## src/rtl/fft_stream_framer_if.sv

```systemverilog
// Avalon-ST sink bus between the framer (master) and the FFT core input (slave).
interface fft_stream_framer_if #(
  parameter int DATA_W = 24
);
  logic              sink_valid;
  logic              sink_sop;
  logic              sink_eop;
  logic [DATA_W-1:0] sink_real;
  logic [DATA_W-1:0] sink_imag;
  logic              fft_ready;

  modport master (
    output sink_valid, sink_sop, sink_eop, sink_real, sink_imag,
    input  fft_ready
  );

  modport slave (
    input  sink_valid, sink_sop, sink_eop, sink_real, sink_imag,
    output fft_ready
  );
endinterface

```

## src/rtl/fft_stream_framer.sv

```systemverilog
// Buffers strobed audio samples in a FIFO and emits them as FFT frames of 2^L beats
// on an Avalon-ST sink, with a one-entry output register honouring fft_ready.
module fft_stream_framer #(
  parameter int DATA_W     = 24,
  parameter int LOG2_MIN   = 6,
  parameter int LOG2_MAX   = 12,
  parameter int FIFO_DEPTH = 16,
  parameter int CNT_W      = 16
) (
  input  logic                          MCLK,
  input  logic                          reset,
  input  logic [DATA_W-1:0]             sample_in,
  input  logic                          sample_strobe,
  input  logic                          enable,
  input  logic [3:0]                    len_log2,
  fft_stream_framer_if.master           snk,
  output logic                          busy,
  output logic                          overflow,
  output logic [$clog2(FIFO_DEPTH):0]   fifo_level,
  output logic [CNT_W-1:0]              frame_count,
  output logic [CNT_W-1:0]              drop_count
);
  localparam int AW  = $clog2(FIFO_DEPTH);
  localparam int LVW = AW + 1;
  localparam int LW  = LOG2_MAX + 1;

  localparam logic [0:0] S_IDLE   = 1'b0;
  localparam logic [0:0] S_STREAM = 1'b1;

  typedef struct packed {
    logic              sop;
    logic              eop;
    logic [DATA_W-1:0] data;
  } beat_t;

  logic [FIFO_DEPTH-1:0][DATA_W-1:0] mem;
  logic [AW-1:0]  wr_ptr, rd_ptr;
  logic [LVW-1:0] level, level_nxt;
  logic           full_q;
  logic [0:0]     state;
  logic [LW-1:0]  beat_cnt, last_idx, ld_idx, start_last;
  logic [3:0]     clamp_l;
  beat_t          obeat;
  logic           ovld;

  logic xfer, fifo_empty, push, drop, start, reload, pop, eop_done;

  always_comb begin
    clamp_l = len_log2;
    if (len_log2 < 4'(LOG2_MIN))      clamp_l = 4'(LOG2_MIN);
    else if (len_log2 > 4'(LOG2_MAX)) clamp_l = 4'(LOG2_MAX);
  end

  assign start_last = LW'((32'd1 << clamp_l) - 32'd1);

  assign xfer       = ovld && snk.fft_ready;
  assign fifo_empty = (level == '0);
  // Full is the registered flag, so a strobe while full drops even if a pop happens now.
  assign push       = sample_strobe && !full_q;
  assign drop       = sample_strobe && full_q;
  assign start      = (state == S_IDLE) && enable && !fifo_empty && !ovld;
  // Once the eop beat is loaded, nothing more is taken for this frame.
  assign reload     = (state == S_STREAM) && !fifo_empty && (!ovld || xfer) &&
                      !(ovld && obeat.eop);
  assign pop        = start || reload;
  assign eop_done   = xfer && obeat.eop;
  // Index of the beat being loaded: the register either is empty or hands off beat_cnt now.
  assign ld_idx     = beat_cnt + LW'(xfer);
  assign level_nxt  = level + LVW'(push) - LVW'(pop);

  always_ff @(posedge MCLK) begin
    if (push) mem[wr_ptr] <= sample_in;
  end

  always_ff @(posedge MCLK) begin
    if (reset) begin
      wr_ptr      <= '0;
      rd_ptr      <= '0;
      level       <= '0;
      full_q      <= 1'b0;
      overflow    <= 1'b0;
      drop_count  <= '0;
      frame_count <= '0;
      state       <= S_IDLE;
      beat_cnt    <= '0;
      last_idx    <= '0;
      ovld        <= 1'b0;
      obeat       <= '0;
    end else begin
      if (push) wr_ptr <= wr_ptr + 1'b1;
      if (pop)  rd_ptr <= rd_ptr + 1'b1;
      level  <= level_nxt;
      full_q <= (level_nxt == LVW'(FIFO_DEPTH));

      if (drop) begin
        overflow <= 1'b1;
        if (drop_count != '1) drop_count <= drop_count + 1'b1;
      end

      if (start) begin
        state    <= S_STREAM;
        last_idx <= start_last;
        beat_cnt <= '0;
        ovld     <= 1'b1;
        obeat    <= '{sop: 1'b1, eop: (start_last == '0), data: mem[rd_ptr]};
      end else if (state == S_STREAM) begin
        if (xfer) beat_cnt <= beat_cnt + 1'b1;
        if (reload) begin
          ovld  <= 1'b1;
          obeat <= '{sop: 1'b0, eop: (ld_idx == last_idx), data: mem[rd_ptr]};
        end else if (xfer) begin
          ovld <= 1'b0;
        end
        if (eop_done) begin
          state       <= S_IDLE;
          frame_count <= frame_count + 1'b1;
        end
      end
    end
  end

  assign snk.sink_valid = ovld;
  assign snk.sink_sop   = obeat.sop;
  assign snk.sink_eop   = obeat.eop;
  assign snk.sink_real  = obeat.data;
  assign snk.sink_imag  = '0;
  assign busy           = (state == S_STREAM);
  assign fifo_level     = level;
endmodule
```

## src/flat_wrapper.sv

```systemverilog
// flat-port wrapper written by rule: the top's interface ports become plain ports
module fft_stream_framer_flat 
#(
  parameter int DATA_W     = 24,
  parameter int LOG2_MIN   = 6,
  parameter int LOG2_MAX   = 12,
  parameter int FIFO_DEPTH = 16,
  parameter int CNT_W      = 16
)
  (MCLK, reset, sample_in, sample_strobe, enable, len_log2, busy, overflow, fifo_level, frame_count, drop_count, snk_sink_valid, snk_sink_sop, snk_sink_eop, snk_sink_real, snk_sink_imag, snk_fft_ready);
  fft_stream_framer_if #(.DATA_W(DATA_W)) snk_i ();
  input  logic MCLK;
  input  logic reset;
  input  logic [DATA_W-1:0] sample_in;
  input  logic sample_strobe;
  input  logic enable;
  input  logic [3:0] len_log2;
  output logic busy;
  output logic overflow;
  output logic [$clog2(FIFO_DEPTH):0] fifo_level;
  output logic [CNT_W-1:0] frame_count;
  output logic [CNT_W-1:0] drop_count;
  output wire logic [$bits(snk_i.sink_valid)-1:0] snk_sink_valid;
  output wire logic [$bits(snk_i.sink_sop)-1:0] snk_sink_sop;
  output wire logic [$bits(snk_i.sink_eop)-1:0] snk_sink_eop;
  output wire logic [$bits(snk_i.sink_real)-1:0] snk_sink_real;
  output wire logic [$bits(snk_i.sink_imag)-1:0] snk_sink_imag;
  input wire logic [$bits(snk_i.fft_ready)-1:0] snk_fft_ready;
  assign snk_sink_valid = snk_i.sink_valid;
  assign snk_sink_sop = snk_i.sink_sop;
  assign snk_sink_eop = snk_i.sink_eop;
  assign snk_sink_real = snk_i.sink_real;
  assign snk_sink_imag = snk_i.sink_imag;
  assign snk_i.fft_ready = snk_fft_ready;
  fft_stream_framer #(.DATA_W(DATA_W), .LOG2_MIN(LOG2_MIN), .LOG2_MAX(LOG2_MAX), .FIFO_DEPTH(FIFO_DEPTH), .CNT_W(CNT_W)) u_core (.MCLK(MCLK), .reset(reset), .sample_in(sample_in), .sample_strobe(sample_strobe), .enable(enable), .len_log2(len_log2), .snk(snk_i), .busy(busy), .overflow(overflow), .fifo_level(fifo_level), .frame_count(frame_count), .drop_count(drop_count));
endmodule
```

## config.mk

```make
export PLATFORM = sky130hd
export DESIGN_NAME = fft_stream_framer_flat
export DESIGN_NICKNAME = d
export VERILOG_FILES = /design/src/rtl/fft_stream_framer_if.sv /design/src/rtl/fft_stream_framer.sv /design/src/flat_wrapper.sv
export SDC_FILE = /design/constraint.sdc
export NUM_CORES = 1
export LEC_CHECK = 0
export ABC_AREA = 0
export CORE_ASPECT_RATIO = 1.25
export CORE_UTILIZATION = 35
export CTS_CLUSTER_SIZE = 14
export DETAILED_ROUTE_END_ITERATION = 12
export PLACE_DENSITY_LB_ADDON = 0.05
export SYNTH_ARGS = -nofsm -noshare
export SYNTH_HDL_FRONTEND = slang
export SYNTH_SLANG_ARGS = --single-unit
```

## constraint.sdc

```tcl
create_clock -name MCLK -period 4.3 [get_ports MCLK]
set_input_delay 1.075 -clock MCLK [delete_from_list [all_inputs] [get_ports MCLK]]
set_output_delay 1.075 -clock MCLK [all_outputs]
set_load 0.005 [all_outputs]
```

==> results of run 1 <==
[state kept, by name, summed over array words and instances, names as in the netlist]
name,count
u_core.mem,384
u_core.snk.sink_real,24
u_core.drop_count,16
u_core.frame_count,16
u_core.beat_cnt,13
u_core.last_idx,13
u_core.fifo_level,5
u_core.rd_ptr,4
u_core.wr_ptr,4
u_core.busy,1
u_core.full_q,1
u_core.overflow,1
u_core.snk.sink_eop,1
u_core.snk.sink_sop,1
u_core.snk.sink_valid,1
[cells in the final DEF, fill, tap and decap left out, types with 3 or more instances in the layout]
cell,count
sky130_fd_sc_hd__o21ai_0,10
sky130_fd_sc_hd__mux2i_1,5
sky130_fd_sc_hd__bufinv_16,5
sky130_fd_sc_hd__and3_1,6
sky130_fd_sc_hd__nand3_1,29
sky130_fd_sc_hd__nand2b_1,6
sky130_fd_sc_hd__clkbuf_16,51
sky130_fd_sc_hd__nand4_1,8
sky130_fd_sc_hd__edfxtp_1,384
sky130_fd_sc_hd__dfxtp_1,97
sky130_fd_sc_hd__buf_12,9
sky130_fd_sc_hd__xnor2_1,27
sky130_fd_sc_hd__and2_1,5
sky130_fd_sc_hd__ha_1,16
sky130_fd_sc_hd__nor2_1,77
sky130_fd_sc_hd__clkdlybuf4s50_1,97
sky130_fd_sc_hd__conb_1,24
sky130_fd_sc_hd__a21oi_1,46
sky130_fd_sc_hd__clkinv_1,7
sky130_fd_sc_hd__nor3_1,12
sky130_fd_sc_hd__nor2_4,12
sky130_fd_sc_hd__clkbuf_8,9
sky130_fd_sc_hd__clkbuf_1,12
sky130_fd_sc_hd__clkinv_2,6
sky130_fd_sc_hd__o211ai_1,3
sky130_fd_sc_hd__nand2_1,90
sky130_fd_sc_hd__mux4_2,120
sky130_fd_sc_hd__inv_1,17
sky130_fd_sc_hd__and4_1,4
sky130_fd_sc_hd__xor2_1,31
sky130_fd_sc_hd__nor3_2,4
sky130_fd_sc_hd__buf_4,28
sky130_fd_sc_hd__nand3b_1,3
sky130_fd_sc_hd__or3_1,7
[worst paths after layout]
| check | from | endpoint | slack, ns | depth (start not counted) |
|---|---|---|---|---|
| max reg2reg | u_core.fifo_level[3] | u_core.full_q | 1.42 | 16 |
| min | u_core.snk.sink_real[0] | u_core.snk.sink_real[0] | 0.45 | 2 |
| max | sample_strobe | u_core.mem[338] | 1.15 | 5 |
| min reg2reg | u_core.snk.sink_real[0] | u_core.snk.sink_real[0] | 0.45 | 2 |
[final cells by class]
| cell class | instances | share of cell area |
|---|---|---|
| Inverter | 17 | 0.00279 |
| Clock inverter | 20 | 0.0104 |
| Sequential cell | 485 | 0.592 |
| Multi-Input combinational cell | 569 | 0.232 |
| Timing Repair Buffer | 134 | 0.0594 |
| Tap cell | 727 | 0.0397 |
| Clock buffer | 72 | 0.0631 |
[layer usage]
layer  part of all wire  up-vias  routed length, µm
met5                  0        -                  0
met4              0.019        0                920
met3              0.056       66               2660
met2               0.50      242              23800
met1               0.42     5176              20000
li1                   -     4548                  -
[critical path: stages]
cell and delay, ns:
sky130_fd_sc_hd__clkdlybuf4s50_1 0.48, sky130_fd_sc_hd__nor2b_1 0.61, sky130_fd_sc_hd__nand2_1 0.39, sky130_fd_sc_hd__nor2_4 0.64
sky130_fd_sc_hd__buf_12 0.23
[through the flow]
| step | util | std cells | hold WS, ns | instance area [µm²] | power [W] |
|---|---|---|---|---|---|
| floorplan | - | 1150 | 0.440 | 19300 | 0.00753 |
| global placement | 0.393 | 1932 | 0.444 | 21200 | 0.00856 |
| detailed placement | 0.393 | 1932 | 0.446 | 21200 | 0.00855 |
| CTS | 0.424 | 2024 | 0.454 | 22900 | 0.0131 |
| global route | 0.424 | 2024 | 0.477 | 22900 | 0.0134 |
| finish | 0.424 | 2024 | 0.451 | 22900 | 0.0128 |
[synth_stat cells (all sizes together), types with 4 or more instances]
cell type | n | area, µm²
a21oi | 46 | 230
and2 | 6 | 37.5
and3 | 6 | 37.5
and4 | 4 | 35.0
buf | 47 | 333
clkbuf | 32 | 120
dfxtp | 101 | 2020
edfxtp | 384 | 11500
ha | 16 | 200
inv | 17 | 63.8
mux2i | 5 | 50.1
mux4 | 120 | 2700
nand2 | 90 | 338
nand2b | 6 | 37.5
nand3 | 29 | 145
nand4 | 8 | 50.1
nor2 | 89 | 334
nor3 | 16 | 80.1
o21ai | 11 | 55.1
or3 | 7 | 43.8
xnor2 | 27 | 236
xor2 | 31 | 272
[logic make-up (layout without fill, tap and decap cells)]
family / after synthesis / after routing / synth area share
AOI/OAI and AO/OA: 71 / 71 / 0.0208
xor gates and xnor gates: 58 / 58 / 0.0265
adders and majority gates: 17 / 17 / 0.0115
buffers and inverters: 96 / 243 / 0.0269
DFF: 485 / 485 / 0.706
muxes: 126 / 126 / 0.144
other: 1 / 24 / 0.000195
and+or+nand+nor: 273 / 273 / 0.0643
[where the power goes]
part | internal, W | switching, W | leakage (nW)
registers | 0.00535 | 0.000229 | 4.29
clock network | 0.00263 | 0.00183 | 0.826
logic | 0.00141 | 0.00134 | 2.14
total | 0.00939 | 0.00340 | 7.26
==> summary.log, run 1 <==
qor: status.status complete, no violations
qor: yosys.top_reg_cell_synth sky130_fd_sc_hd__edfxtp_1
qor: global_route.maximum_number_of_pins_on_one_net_before_global_route_repair 66
qor: worst_setup_path.cp_max_fo 11
qor: global_route.number_of_antenna_violations_at_the_first_check_in_global_routing 0
qor: place.io_buffers 98
qor: clocking.cts-resized-gates 0
qor: global_route.gr-usage-met2 0.295
qor: detailed_routing.num_vias 10000
qor: sta.worst_slew_pin_slew 1.13 ns
qor: clocking.cts_hold_buf 0
qor: sta.timing.final.crit_share 0.732
qor: yosys.seq_area_frac_synth 0.706
qor: sta.worst_slew_margin_rel 0.249
qor: place.detailedPlace.worstSlack 0.553 ns
qor: clocking.htreeDepth 2
qor: detailed_routing.detail_route.first_pass.iterations 4
qor: job.max-cap-violations 0
qor: cells_and_area.register_area 0.0136 mm²
qor: cells_and_area.drive_gt1_frac 0.194
qor: global_route.grt_met3_use 0.0302
qor: yosys.yosysUniqueCellTypes 50
qor: worst_setup_path.arrival 3.44 ns
qor: sta.timing.final.setup_violations 0
qor: yosys.post_synth_instance_area 0.0192 mm²
qor: clocking.clock_transition_at_the_registers_of_the_reported_paths 0.06 ns
qor: floorplanning.floorplan.rows 95
qor: sta.finalHoldViolCount 0
qor: worst_setup_path.worst-endpoint-required 4.59 ns
qor: yosys.synth_enable_flop_cells 384
qor: yosys.post_synth_inst_count 1127
qor: min_path.worst_hold_path_type reg2reg
qor: clocking.postCtsSetupBuffers 0
qor: sta.grt_setup_unrepaired false
qor: clocking.cts.sink_count 485
qor: worst_setup_path.worst_setup_sp_type input port
qor: clocking.clockRootBuffer sky130_fd_sc_hd__clkbuf_16
qor: cells_and_area.antenna_cells_inserted 0
qor: sta.final.setup_skew 0.0162 ns
qor: detailed_routing.wire_length_per_cell_after_detailed_routing 23.4 µm
qor: detailed_routing.postRouteAntennaNets 0
qor: power_and_ir_drop.power.leakage 7.26 nW
qor: clocking.clock_tree.buffer_depth 3
qor: power_and_ir_drop.p_per_area 558 mW/mm²
qor: yosys.postSynth.asyncResetShare 0
qor: global_route.grt_overall_usage 0.176
qor: clocking.tritoncts done
qor: place.place.detailed.hpwl 27600 µm
qor: detailed_routing.drcViolationCount 0
qor: power_and_ir_drop.vdd.ir_drop.worst 0.368 mV
qor: global_route.grt.met1_usage 0.236
qor: cells_and_area.flow.area_growth_from_synthesis 19.3%
qor: detailed_routing.detail_route.vias_per_cell 4.96
qor: sta.fmax 318 MHz
qor: global_route.first_global_vias 10600
qor: floorplanning.io-pin-count 123
qor: clocking.clock_insertion_delay_worst_skew 0.60 ns
qor: clocking.numCtsBuffers 51
qor: place.gpl.final_weighted_congestion 0.711
qor: yosys.post_synth.cell_area_avg 17.0 µm²
qor: detailed_routing.drt_total_wl 47500 µm
qor: floorplanning.chipHeight 264 µm
qor: floorplanning.initial_utilization 0.356
qor: sta.final_critical_path_setup_slack 1.15 ns
qor: cells_and_area.multi_input_area 0.00533 mm²
qor: sta.slew_viol_final 0
qor: floorplanning.fp.dieArea 0.0558 mm²
qor: sta.fin_crit 3.15 ns
qor: floorplanning.core-area 0.0540 mm²
qor: floorplanning.dieWidth 211 µm
qor: worst_setup_path.cp-end-kind register
qor: yosys.yosysWarnings 0
qor: global_route.grt-ovfl-total 0
qor: global_route.globalRoute.busiestLayer met2
qor: worst_setup_path.timing_worst_setup_path_type in2reg
qor: cells_and_area.n_fill_cell 4882
qor: detailed_routing.drt_iter0_drc 663
qor: sta.fin_setup_tns 0 ns
qor: cells_and_area.final_net_count 1308
qor: global_route.grt_pass1_wl 71300 µm
qor: yosys.flip_flop_and_latch_count_after_synthesis 485
Note: power is estimated with default switching activity, not from simulation.
==> run 2, diff against run 1 <==
==> constraint.sdc (replaced) <==
create_clock -name MCLK -period 3.3 [get_ports MCLK]
set_input_delay 0.825 -clock MCLK [delete_from_list [all_inputs] [get_ports MCLK]]
set_output_delay 0.825 -clock MCLK [all_outputs]
set_load 0.005 [all_outputs]
==> run 2 against run 1 <==
Net effect: cell count increased by 1.2%; die area unchanged; core utilization increased by 0.39 points; count of clock-buffer cells in the layout increased by 4; critical endpoint is now u_core.full_q; largest power group unchanged.
==> summary.log, run 2 (same netlist as run 1, synthesis figures left out) <==
qor: global_route.grt.met1_usage 0.215
qor: worst_setup_path.slowest_stage sky130_fd_sc_hd__or4b_1
qor: global_route.maximum_number_of_pins_on_one_net_before_global_route_repair 40
qor: sta.final.setup_skew 0.0181 ns
qor: min_path.worst_hold_path_type reg2reg
qor: global_route.grt-ovfl-total 0
qor: floorplanning.io-pin-count 123
qor: sta.finalHoldViolCount 0
qor: floorplanning.floorplan.rows 95
qor: worst_setup_path.path_cells inv_1 -> ha_1 -> or4b_1 -> nand2_1 -> inv_1 -> ha_1 -> inv_1 -> ha_1 -> inv_1 -> fa_1 -> inv_1 -> a21oi_1 -> nor2_1 -> nor2_1 -> xnor2_1 -> nor3_1
qor: global_route.first_global_vias 10600
qor: detailed_routing.wire_length_per_cell_after_detailed_routing 22.5 µm
qor: sta.slew_viol_final 0
qor: place.io_buffers 98
qor: worst_setup_path.crit_top_cell sky130_fd_sc_hd__inv_1
qor: place.placed_cells 1950
qor: floorplanning.dieWidth 211 µm
qor: sta.fin_crit 2.83 ns
qor: worst_setup_path.timing_worst_setup_path_type reg2reg
qor: clocking.clock_insertion_delay_worst_skew 0.59 ns
qor: clocking.cts_hold_buf 0
qor: sta.timing.final.crit_share 0.858
qor: worst_setup_path.cp-end-kind register
qor: clocking.clock_transition_at_the_registers_of_the_reported_paths 0.06 ns
qor: clocking.tritoncts done
qor: cells_and_area.n_fill_cell 4940
qor: sta.fmax 353 MHz
qor: cells_and_area.fin_cells 2048
qor: global_route.number_of_antenna_violations_at_the_first_check_in_global_routing 2
qor: job.max-cap-violations 0
qor: global_route.grt_met3_use 0.0290
qor: clocking.postCtsSetupBuffers 0
qor: status.status complete, no violations
qor: power_and_ir_drop.vdd.ir_drop.worst 0.400 mV
qor: clocking.numCtsBuffers 53
qor: global_route.gr-usage-met2 0.305
qor: power_and_ir_drop.power.leakage 7.35 nW
qor: sta.final_critical_path_setup_slack 0.469 ns
qor: global_route.grt_pass1_wl 69800 µm
qor: cells_and_area.antenna_cells_inserted 0
qor: detailed_routing.num_vias 9986
qor: power_and_ir_drop.total_power 0.0167 W
qor: detailed_routing.drt_iter0_drc 506
qor: place.place.detailed.hpwl 27600 µm
qor: sta.worst_slew_pin_slew 0.717 ns
qor: floorplanning.chipHeight 264 µm
qor: floorplanning.initial_utilization 0.356
qor: cells_and_area.max_flop_register u_core.mem
qor: cells_and_area.largest_register_ff_count 384
qor: cells_and_area.final_net_count 1328
qor: sta.timing.final.setup_violations 0
qor: clocking.clock_tree.buffer_depth 3
qor: clocking.htreeDepth 2
qor: power_and_ir_drop.p_per_area 722 mW/mm²
qor: detailed_routing.drcViolationCount 0
qor: place.gpl.final_weighted_congestion 0.716
qor: global_route.grt_overall_usage 0.171
qor: clocking.cts-resized-gates 0
qor: cells_and_area.most_frequent_standard_cell_in_the_layout_excluding_fill_and_tap_cells sky130_fd_sc_hd__edfxtp_1
qor: detailed_routing.drt_total_wl 46100 µm
qor: sta.worst_hold_slack 0.453 ns
qor: place.detailedPlace.worstSlack 0.0472 ns
qor: worst_setup_path.worst-endpoint-required 3.75 ns
qor: worst_setup_path.worst_setup_sp_type register
qor: detailed_routing.postRouteAntennaNets 0
qor: worst_setup_path.slowest_delay 0.53 ns
qor: floorplanning.fp.dieArea 0.0558 mm²
qor: sta.fin_setup_tns 0 ns
qor: sta.grt_setup_unrepaired false
qor: cells_and_area.mostFrequentLayoutCells 384 x sky130_fd_sc_hd__edfxtp_1, 120 x sky130_fd_sc_hd__mux4_2, 97 x sky130_fd_sc_hd__clkdlybuf4s50_1, 97 x sky130_fd_sc_hd__dfxtp_1, 90 x sky130_fd_sc_hd__nand2_1
qor: cells_and_area.flow.area_growth_from_synthesis 20.4%
qor: floorplanning.core-area 0.0540 mm²
qor: sta.worst_slew_margin_rel 0.522
qor: worst_setup_path.arrival 3.28 ns
qor: clocking.clockRootBuffer sky130_fd_sc_hd__clkbuf_16
qor: cells_and_area.drive_gt1_frac 0.204
qor: worst_setup_path.cp_max_fo 4
qor: detailed_routing.detail_route.first_pass.iterations 4
qor: global_route.globalRoute.busiestLayer met2
qor: clocking.cts.sink_count 485
qor: detailed_routing.detail_route.vias_per_cell 4.88
[run 2: changes by cell type in the layout (fill, tap and decap cells not counted), moves of 3 or more]
cell / previous run / this run
sky130_fd_sc_hd__nor3_4: 0 / 4
sky130_fd_sc_hd__buf_12: 9 / 14
sky130_fd_sc_hd__buf_4: 28 / 41
sky130_fd_sc_hd__nor3_2: 4 / 0
sky130_fd_sc_hd__clkinv_2: 6 / 9
sky130_fd_sc_hd__clkbuf_8: 9 / 5
sky130_fd_sc_hd__clkbuf_1: 12 / 18
[run 2: report_power, final]
part / total, W / switching [W] / internal, W
clock network: 0.00577 / 0.00239 / 0.00338
registers: 0.00728 / 0.000309 / 0.00697
logic: 0.00365 / 0.00173 / 0.00193
[run 2: critical path, delay by kind of cell (launching register included)]
kind / cells / cell delay [ns]
simple gates: 5 / 0.87
compound gates: 1 / 0.06
flops: 1 / 0.32
fa+ha+maj: 4 / 0.93
buf+inv: 5 / 0.32
xor+xnor: 1 / 0.19
[run 2: through the flow]
stage | utilization | area, µm²
2_1_floorplan | - | 19300
3_3_place_gp | 0.397 | 21400
3_5_place_dp | 0.397 | 21400
4_1_cts | 0.428 | 23100
5_1_grt | 0.428 | 23100
6_report | 0.428 | 23100
[run 2: layout make-up]
type                       count  area (µm²)  area share
tap                          727         910      0.0393
multi-input combinational    569        5350       0.231
inverter                      17        63.8     0.00276
clock buffer                  76        1460      0.0633
timing repair buffer         152        1560      0.0674
sequential                   485       13600       0.587
clock inverter                22         209     0.00904
[run 2: final timing paths]
path / startpoint / endpoint / slack, ns / depth (start not counted)
hold reg to reg: u_core.snk.sink_real[15] / u_core.snk.sink_real[15] / 0.45 / 2
setup / recovery: u_core.fifo_level[3] / u_core.full_q / 0.47 / 16
hold / removal: u_core.snk.sink_real[15] / u_core.snk.sink_real[15] / 0.45 / 2
setup reg to reg: u_core.fifo_level[3] / u_core.full_q / 0.47 / 16
[run 2: per-layer routing]
layer  up-vias  part of all wire  wire length, µm
met2       178              0.52            24100
li1       4602                 -                -
met3        59             0.040             1860
met4         2             0.017              782
met1      5145              0.42            19300
met5         -           0.00028               13
